<file path="config.mk">
export PLATFORM = sky130hd
export DESIGN_NAME = sprite_rom_arbiter
export DESIGN_NICKNAME = d
export VERILOG_FILES = /design/src/rtl/sprite_pkg.sv /design/src/rtl/sprite_rom_arbiter_rr_arbiter.sv /design/src/rtl/sprite_rom_arbiter.sv
export SDC_FILE = /design/constraint.sdc
export NUM_CORES = 1
export LEC_CHECK = 0
export BUFFER_PORTS_ARGS = -buffer_cell sky130_fd_sc_hd__clkbuf_2
export CAP_MARGIN = 20
export CORE_MARGIN = 5
export CORE_UTILIZATION = 40
export CTS_BUF_LIST = sky130_fd_sc_hd__clkbuf_8
export CTS_CLUSTER_DIAMETER = 30
export DETAILED_ROUTE_END_ITERATION = 12
export PLACE_DENSITY = 0.72
export SYNTH_ARGS = -nofsm -noshare
export SYNTH_HDL_FRONTEND = slang
export SYNTH_SLANG_ARGS = --single-unit
</file>
<file path="constraint.sdc">
create_clock -name clk -period 7.1 [get_ports clk]
set_input_delay 1.42 -clock clk [delete_from_list [all_inputs] [get_ports clk]]
set_output_delay 1.42 -clock clk [all_outputs]
set_load 0.05 [all_outputs]
</file>
<file path="src/rtl/sprite_pkg.sv">
// Shared sprite constants and helpers used by the renderers and the sprite ROM arbiter.
package sprite_pkg;

  localparam int SPRITE_ID_PLAYER = 0;
  localparam int SPRITE_ID_BROOM  = 1;
  localparam int SPRITE_ID_SNITCH = 2;
  localparam int SPRITE_ID_SPELL  = 3;

  localparam int SPRITE_ADDR_W = 14;

  function automatic int clog2(input int value);
    int res;
    int v;
    res = 0;
    v   = value - 1;
    while (v > 0) begin
      res = res + 1;
      v   = v >> 1;
    end
    return res;
  endfunction

endpackage

</file>
<file path="src/rtl/sprite_rom_arbiter_rr_arbiter.sv">
// Round-robin arbiter: picks the first requester at or after the pointer, wrapping to 0.
module rr_arbiter #(
  parameter int NUM_REQ = 4,
  parameter int IDX_W   = 2
) (
  input  logic [NUM_REQ-1:0] i_req,
  input  logic [IDX_W-1:0]   i_ptr,
  output logic [NUM_REQ-1:0] o_gnt,
  output logic [IDX_W-1:0]   o_idx,
  output logic               o_any
);

  int w_best;
  int w_dist;

  // Each candidate's distance from the pointer; the closest active requester wins.
  always_comb begin
    o_gnt  = '0;
    o_idx  = '0;
    w_best = NUM_REQ;
    w_dist = 0;
    for (int j = 0; j < NUM_REQ; j++) begin
      w_dist = j - int'(i_ptr);
      if (w_dist < 0) w_dist = w_dist + NUM_REQ;
      if ((|(i_req & (NUM_REQ'(1) << j))) && (w_dist < w_best)) begin
        w_best = w_dist;
        o_gnt  = NUM_REQ'(1) << j;
        o_idx  = IDX_W'(j);
      end
    end
    o_any = |i_req;
  end

endmodule

</file>
<file path="src/rtl/sprite_rom_arbiter.sv">
// Shares one single-port sprite ROM among NUM_REQ renderers with round-robin grant and tagged responses.
// Optional build macro SPRITE_ARB_PRIO0_EN: requester 0 (player) always wins when requesting.
module sprite_rom_arbiter
  import sprite_pkg::*;
#(
  parameter int NUM_REQ     = 4,
  parameter int ADDR_W      = SPRITE_ADDR_W,
  parameter int DATA_W      = 1,
  parameter int ROM_LATENCY = 1
) (
  input  logic                        clk,
  input  logic                        reset,
  input  logic [NUM_REQ-1:0]          req,
  input  logic [NUM_REQ*ADDR_W-1:0]   req_addr,
  output logic [NUM_REQ-1:0]          gnt,
  output logic [ADDR_W-1:0]           rom_addr,
  input  logic [DATA_W-1:0]           rom_q,
  output logic                        rsp_valid,
  output logic [$clog2(NUM_REQ)-1:0]  rsp_id,
  output logic [DATA_W-1:0]           rsp_data
);

  localparam int IDX_W = clog2(NUM_REQ);
  localparam int LAST  = ROM_LATENCY;

  logic [IDX_W-1:0]           r_ptr;
  logic [ADDR_W-1:0]          r_rom_addr;
  logic [LAST:0]              r_vld;
  logic [LAST:0][IDX_W-1:0]   r_id;
  logic [DATA_W-1:0]          r_rsp_data;

  logic [NUM_REQ-1:0]         w_rr_gnt;
  logic [IDX_W-1:0]           w_rr_idx;
  logic                       w_rr_any;
  logic [NUM_REQ-1:0]         w_gnt;
  logic [IDX_W-1:0]           w_idx;
  logic                       w_adv;
  logic                       w_any;
  logic [ADDR_W-1:0]          w_addr;

  rr_arbiter #(
    .NUM_REQ(NUM_REQ),
    .IDX_W  (IDX_W)
  ) u_rr (
    .i_req(req),
    .i_ptr(r_ptr),
    .o_gnt(w_rr_gnt),
    .o_idx(w_rr_idx),
    .o_any(w_rr_any)
  );

`ifdef SPRITE_ARB_PRIO0_EN
  // Player override does not move the pointer, so the others keep their rotation order.
  always_comb begin
    w_gnt = w_rr_gnt;
    w_idx = w_rr_idx;
    w_adv = w_rr_any;
    if (req[0]) begin
      w_gnt = NUM_REQ'(1);
      w_idx = '0;
      w_adv = 1'b0;
    end
  end
`else
  assign w_gnt = w_rr_gnt;
  assign w_idx = w_rr_idx;
  assign w_adv = w_rr_any;
`endif

  assign gnt    = reset ? '0 : w_gnt;
  assign w_any  = |gnt;
  assign w_addr = ADDR_W'(req_addr >> (w_idx * ADDR_W));

  always_ff @(posedge clk) begin
    if (reset) begin
      r_ptr <= '0;
    end else if (w_adv) begin
      r_ptr <= (w_idx == IDX_W'(NUM_REQ - 1)) ? '0 : w_idx + 1'b1;
    end
  end

  always_ff @(posedge clk) begin
    if (reset) begin
      r_rom_addr <= '0;
    end else if (w_any) begin
      r_rom_addr <= w_addr;
    end
  end

  // Tag pipe tracks which requester owns each ROM read in flight.
  always_ff @(posedge clk) begin
    if (reset) begin
      r_vld      <= '0;
      r_id       <= '0;
      r_rsp_data <= '0;
    end else begin
      r_vld      <= {r_vld[LAST-1:0], w_any};
      r_id       <= {r_id[LAST-1:0], w_idx};
      r_rsp_data <= rom_q;
    end
  end

  assign rom_addr  = r_rom_addr;
  // Masked so a response already at the output is dropped in the reset cycle itself.
  assign rsp_valid = r_vld[LAST] & ~reset;
  assign rsp_id    = r_id[LAST];
  assign rsp_data  = r_rsp_data;

endmodule
</file>
==> Word level (Yosys, flattened, before mapping) <==
Cells that the tools add are included.
{ "totals": {"ram_bits": 0, "elab_cells": 50, "reg_bits": 23, "input_bits": 63, "rom_bits": 0, "n_memories": 0, "latchBits": 0} }
{ "op_classes": {"eq_ne": 1, "n_addsub": 9, "n_reduce_logical": 6, "mux": 16, "magnitude_cmp": 8, "mul": 1, "n_div": 0, "shifts": 1, "n_bitwise": 2} }
{ "ops": {"columns": ["cell", "count"], "rows": [
  ["$mux W32", 7],
  ["$add A32 B4 Y32 const B", 4],
  ["$lt A32 B1 Y1 const B", 4],
  ["$lt A32 B32 Y1", 3],
  ["$shr A56 B6 Y14", 1],
  ["$lt A32 B4 Y1 const B", 1],
  ["$mux W4", 4],
  ["$reduce_or A4 Y1", 2],
  ["$mux W2", 3],
  ["$sub A1 B2 Y3 const A", 2],
  ["$sub A2 B2 Y3 const A", 2],
  ["$mul A2 B3 Y5 const B", 1],
  ["$logic_and A1 B1 Y1", 4],
  ["$add A2 B1 Y2 const B", 1],
  ["$eq A2 B2 Y1 const B", 1],
  ["$mux W1", 2],
  ["$and A1 B1 Y1", 1],
  ["$not A1 Y1", 1]
]} }

==> Logic depth before layout (Yosys ltp) <==
{ "logic_depth": {"word_depth": 17, "ltp_mapped": 17, "depth_no_buf": 14} }

==> Cells and area by module <==
A second synthesis with hierarchy kept.
{ "hier_totals": {"hier_cells": 126, "area_unflattened_um2": 1406.3} }
{ "modules_own_cells": {"columns": ["module", "area_per_inst_um2", "seq_area_each_um2", "n_inst", "cells_per_inst"], "rows": [
  ["sprite_rom_arbiter", 1118.6, 460.4, 1, 79],
  ["rr_arbiter", 287.8, 0.0, 1, 47]
]} }

==> Worst setup path before layout <==
OpenSTA, ideal clock, no wires.
{ "synth_timing": {"path_kind": "input port to output port", "startpoint": "input port req[0]", "endpoint": "output port gnt[2]", "cell_stages": 15, "setup_slack_ps": 1029, "t_required_ps": 5680, "arrival_ps": 4651, "path_buffers": 2, "cell_sequence": "buf_4 -> inv_1 -> o21ai_0 -> a32oi_1 -> ha_1 -> o22ai_1 -> o21ai_2 -> buf_2 -> nor2_1 -> a21o_1 -> ha_1 -> o21ai_1 -> a221oi_4 -> nor2b_1 -> nor2b_1"} }
{ "synth_via": {"elab_chain_cells": 12} }
{ "synth_rtl": {"columns": ["item", "line_no", "source"], "rows": [
  ["start: declaration", "sprite_rom_arbiter.sv:13", "input logic [NUM_REQ-1:0] req,"],
  ["$logic_and A1 B1 Y1 *", "sprite_rom_arbiter_rr_arbiter.sv:25", "if ((|(i_req & (NUM_REQ'(1) << j))) && (w_dist < w_best)) begin"],
  ["$mux W32 *", "sprite_rom_arbiter_rr_arbiter.sv:25", null],
  ["$lt A32 B32 Y1", "sprite_rom_arbiter_rr_arbiter.sv:25", null],
  ["$logic_and A1 B1 Y1", "sprite_rom_arbiter_rr_arbiter.sv:25", null],
  ["$mux W32 *", "sprite_rom_arbiter_rr_arbiter.sv:25", null],
  ["$lt A32 B32 Y1", "sprite_rom_arbiter_rr_arbiter.sv:25", null],
  ["$logic_and A1 B1 Y1", "sprite_rom_arbiter_rr_arbiter.sv:25", null],
  ["$mux W32", "sprite_rom_arbiter_rr_arbiter.sv:25", null],
  ["$lt A32 B32 Y1", "sprite_rom_arbiter_rr_arbiter.sv:25", null],
  ["$logic_and A1 B1 Y1", "sprite_rom_arbiter_rr_arbiter.sv:25", null],
  ["$mux W4 *", "sprite_rom_arbiter_rr_arbiter.sv:25", null],
  ["$mux W4 *", "sprite_rom_arbiter.sv:70", "assign gnt = reset ? '0 : w_gnt;"],
  ["end: declaration", "sprite_rom_arbiter.sv:15", "output logic [NUM_REQ-1:0] gnt,"]
]} }
Every way passes the cells marked *; elsewhere a longest branch is shown, timed or not.

==> Final worst setup path <==
{ "layout_timing": {"startpoint": "input port req[0]", "endpoint": "output port gnt[0]"} }
{ "layout_via": {"elab_chain_cells": 12} }
{ "layout_rtl": {"columns": ["item", "line_no"], "rows": [
  ["$logic_and A1 B1 Y1 *", "sprite_rom_arbiter_rr_arbiter.sv:25"],
  ["$mux W32", "sprite_rom_arbiter_rr_arbiter.sv:25"],
  ["$lt A32 B32 Y1", "sprite_rom_arbiter_rr_arbiter.sv:25"],
  ["$logic_and A1 B1 Y1", "sprite_rom_arbiter_rr_arbiter.sv:25"],
  ["$mux W32", "sprite_rom_arbiter_rr_arbiter.sv:25"],
  ["$lt A32 B32 Y1", "sprite_rom_arbiter_rr_arbiter.sv:25"],
  ["$logic_and A1 B1 Y1", "sprite_rom_arbiter_rr_arbiter.sv:25"],
  ["$mux W32", "sprite_rom_arbiter_rr_arbiter.sv:25"],
  ["$lt A32 B32 Y1", "sprite_rom_arbiter_rr_arbiter.sv:25"],
  ["$logic_and A1 B1 Y1", "sprite_rom_arbiter_rr_arbiter.sv:25"],
  ["$mux W4 *", "sprite_rom_arbiter_rr_arbiter.sv:25"],
  ["$mux W4 *", "sprite_rom_arbiter.sv:70"]
]} }
Marked as above.

==> qor.txt <==
Status = completed
Worst Setup End Kind = output port
Final setup fails = 0
Psw = 0.4800 mW
Clk_lat worst skew = 0.26 ns
Main synth FF type = dfxtp_1
Worst r2r src = r_ptr[0]$_SDFFE_PP0P_
Area Overhead vs Synth = 30.82%
Syn Nets = 228
RSZ-0062 raised after global routing = false
Initial Util = 0.4067
Leading area contributor after synthesis = dfxtp_1
Crit path max fanout = 11
Die Span Y = 70.78 um
Startpoint class of the critical path = input pin
Tightest Pin Transition = 0.9151 ns
Pin count of the biggest net entering global routing = 27
Slew HR = 0.3899
Worst Hold Depth = 1
Post-route ant nets = 0
Post-synth cell types = 42
# rows = 22
VDD IR max = 0.2026 mV
Slowest CP cell = nor4_1
First-pass DRT Iterations = 4
Core area = 3633 um^2
Mapped cell area = 1478 um^2
Mapped Avg Cell Area = 9.065 um^2
Hold Crit Start = r_id[0]$_SDFF_PP0_
Global-route wire length before repair = 6693 um
Sw Share = 0.5241
Ant diodes = 0
FMAX = 169.7 MHz
Clk network pwr share = 0.089
Routed length per instance = 13.93 um
Clk_skew = 0.003111 ns
Hold Violations, Final = 0
Clk slew on worst S/H paths = 0.08 ns
Worst Path Class, Setup = in -> out
Gpl congestion = 0.8644
Critical Path, Cell by Cell = clkbuf_2 > inv_1 > nand2_1 > o21ai_0 > a32oi_1 > ha_1 > o22ai_1 > o21ai_2 > nor2_1 > a21o_1 > ha_1 > nor4_1 > a221oi_4 > nor2b_1 > and4_1 > clkbuf_2
Vias = 1455
Crit path required time = 5.68 ns
Fin crit share = 0.8301
Post-synth EDFFs = 0
Vias in the first global route = 1472
TNS Setup = 0 ns
Htree depth = 1
PnR worst setup slack = 1.206 ns
Boundary Pins = 85
Final slew viol count = 0
Port buffer count = 84
Post-route cell area = 1933 um^2
Detail Placement HPWL = 3157 um
Final WL = 4012 um
Die area = 5010 um^2
R2R setup slack = 3.69 ns
Area contributors post-synth = dfxtp_1 (31%), a2111oi_2 (10%), nor2_1 (8.9%)
Yosys top cell area share = 0.3116
Total CTS buffers = 3
Seq pwr share = 0.232
Clock tree from TritonCTS = yes
DRC = 0
P_int = 0.4358 mW
Worst reg-to-reg path cell count = 11
Antenna violations before repair = 0
Warnings from Yosys = 0
Sink Count = 23
Gr ovfl total = 0
Root Driver = clkbuf_8
Clock tree buffer depth = 2
PostCTS Resize Cnt = 0
Leak pwr = 0.8861 nW
Hold buffer count at cts = 0
Max-cap violation count = 0
#FFs+latches synth = 23
Worst reg2reg path endpoint = rom_addr[10]$_SDFFE_PP0P_
Logic pwr share = 0.679
DIE WIDTH = 70.78 um
Data arrival, critical path = 4.47 ns
Synth async-reset ratio = 0
Worst hold endpoint = rsp_id[0]$_SDFF_PP0_
CP max stage delay = 0.47 ns
Fraction of layout cells with a size suffix above 1 = 0.5292
Detailed Route Iter0 Violations = 74
HP Class = reg -> reg
Synth Instances = 163
Aggregate global-route resource usage = 0.1630
Net count, final = 306
Pwr dens = 473.8 nW/um^2
Minimum clock period = 5.894 ns
Placement Setup Slack = 1.195 ns
Placed inst area = 1887 um^2
Sequential share of the synthesized area = 0.3116
Vias per cell = 5.052
Setup bufs post-CTS = 0
## sequential cells by signal, indices dropped and copies added, names as in the netlist
register  cells
rom_addr     14
r_id          2
r_ptr         2
r_vld         2
rsp_id        2
rsp_data      1
## worst max path at each step
stage                start      to  slack, ns
global route        req[0]  gnt[0]       0.82
global placement    req[0]  gnt[3]       1.30
floorplan           req[0]  gnt[2]       1.03
CTS                 req[0]  gnt[0]       1.19
detailed placement  req[0]  gnt[0]       1.20
finish              req[0]  gnt[0]       1.21
## layout by cell type (no fill, tap or decap), types with 2 or more instances in the layout
cell       instances
inv_1              3
dfxtp_1           23
buf_4              2
a2111oi_2         10
o21ai_0            2
o21ai_2           10
a2111oi_1          4
nand2_1            6
o22a_1             5
ha_1               2
o21ai_1            6
a21oi_1            4
nor2b_1            7
clkbuf_2          84
nor2_1            35
o22a_2             9
clkbuf_8           3
## final cells by class
type | count | area (um^2)
Fill cell | 378 | 1700
Multi-Input combinational cell | 124 | 919.6
Inverter | 3 | 11.26
Clock inverter | 1 | 5.005
Sequential cell | 23 | 460.4
Timing Repair Buffer | 86 | 435.4
Clock buffer | 3 | 41.29
Tap cell | 48 | 60.06
## synthesized netlist by cell type (all sizes together) (2+ instances only)
cell type   n
a2111oi    14
a21o        2
a21oi       5
buf        10
clkbuf      3
dfxtp      23
ha          2
inv         3
nand2       6
nor2       35
nor2b       7
nor3        2
o211ai      2
o21ai      18
o22a       14
## critical path, delay by kind of cell
kind | cells | cell delay, ns
and+or+nand+nor | 5 | 1.03
AOI/OAI and AO/OA | 6 | 1.02
adders and majority gates | 2 | 0.47
buffers and inverters | 3 | 0.55
## power by group through the flow
stage	clock network, mW	logic, mW	registers [mW]
floorplan	0	0.384	0.342
finish	0.0815	0.621	0.213
global route	0.0908	0.672	0.222
detailed placement	0	0.625	0.216
CTS	0.0844	0.628	0.213
global placement	0	0.618	0.216
## per-layer routing
| metal | wire [um] | share of wire | GRT usage |
|---|---|---|---|
| met1 | 1738 | 0.43 | 0.2081 |
| met2 | 2040 | 0.51 | 0.2812 |
| met3 | 206 | 0.051 | 0.03409 |
| met4 | 28 | 0.0070 | 0.03758 |
| met5 | 0 | 0 | 0 |
## per-stage QoR
stage | hold WS, ns | std cells | util | power (mW)
3_5_place_dp | 0.4268 | 284 | 0.5193 | 0.8413
2_1_floorplan | 0.4138 | 163 | - | 0.7263
3_3_place_gp | 0.4177 | 284 | 0.5193 | 0.8340
4_1_cts | 0.4462 | 288 | 0.5320 | 0.9253
5_1_grt | 0.4717 | 288 | 0.5320 | 0.9852
6_report | 0.4434 | 288 | 0.5320 | 0.9158
## cells by family after synthesis
kind of cell,share of synthesized area
buffers and inverters,0.06858
adder cells (fa/ha/maj),0.01693
XOR/XNOR,0.005928
AO/OA/AOI/OAI,0.4056
AND/OR/NAND/NOR,0.1914
flip-flops,0.3116
No activity file was read; power rests on OpenSTA's default activity.
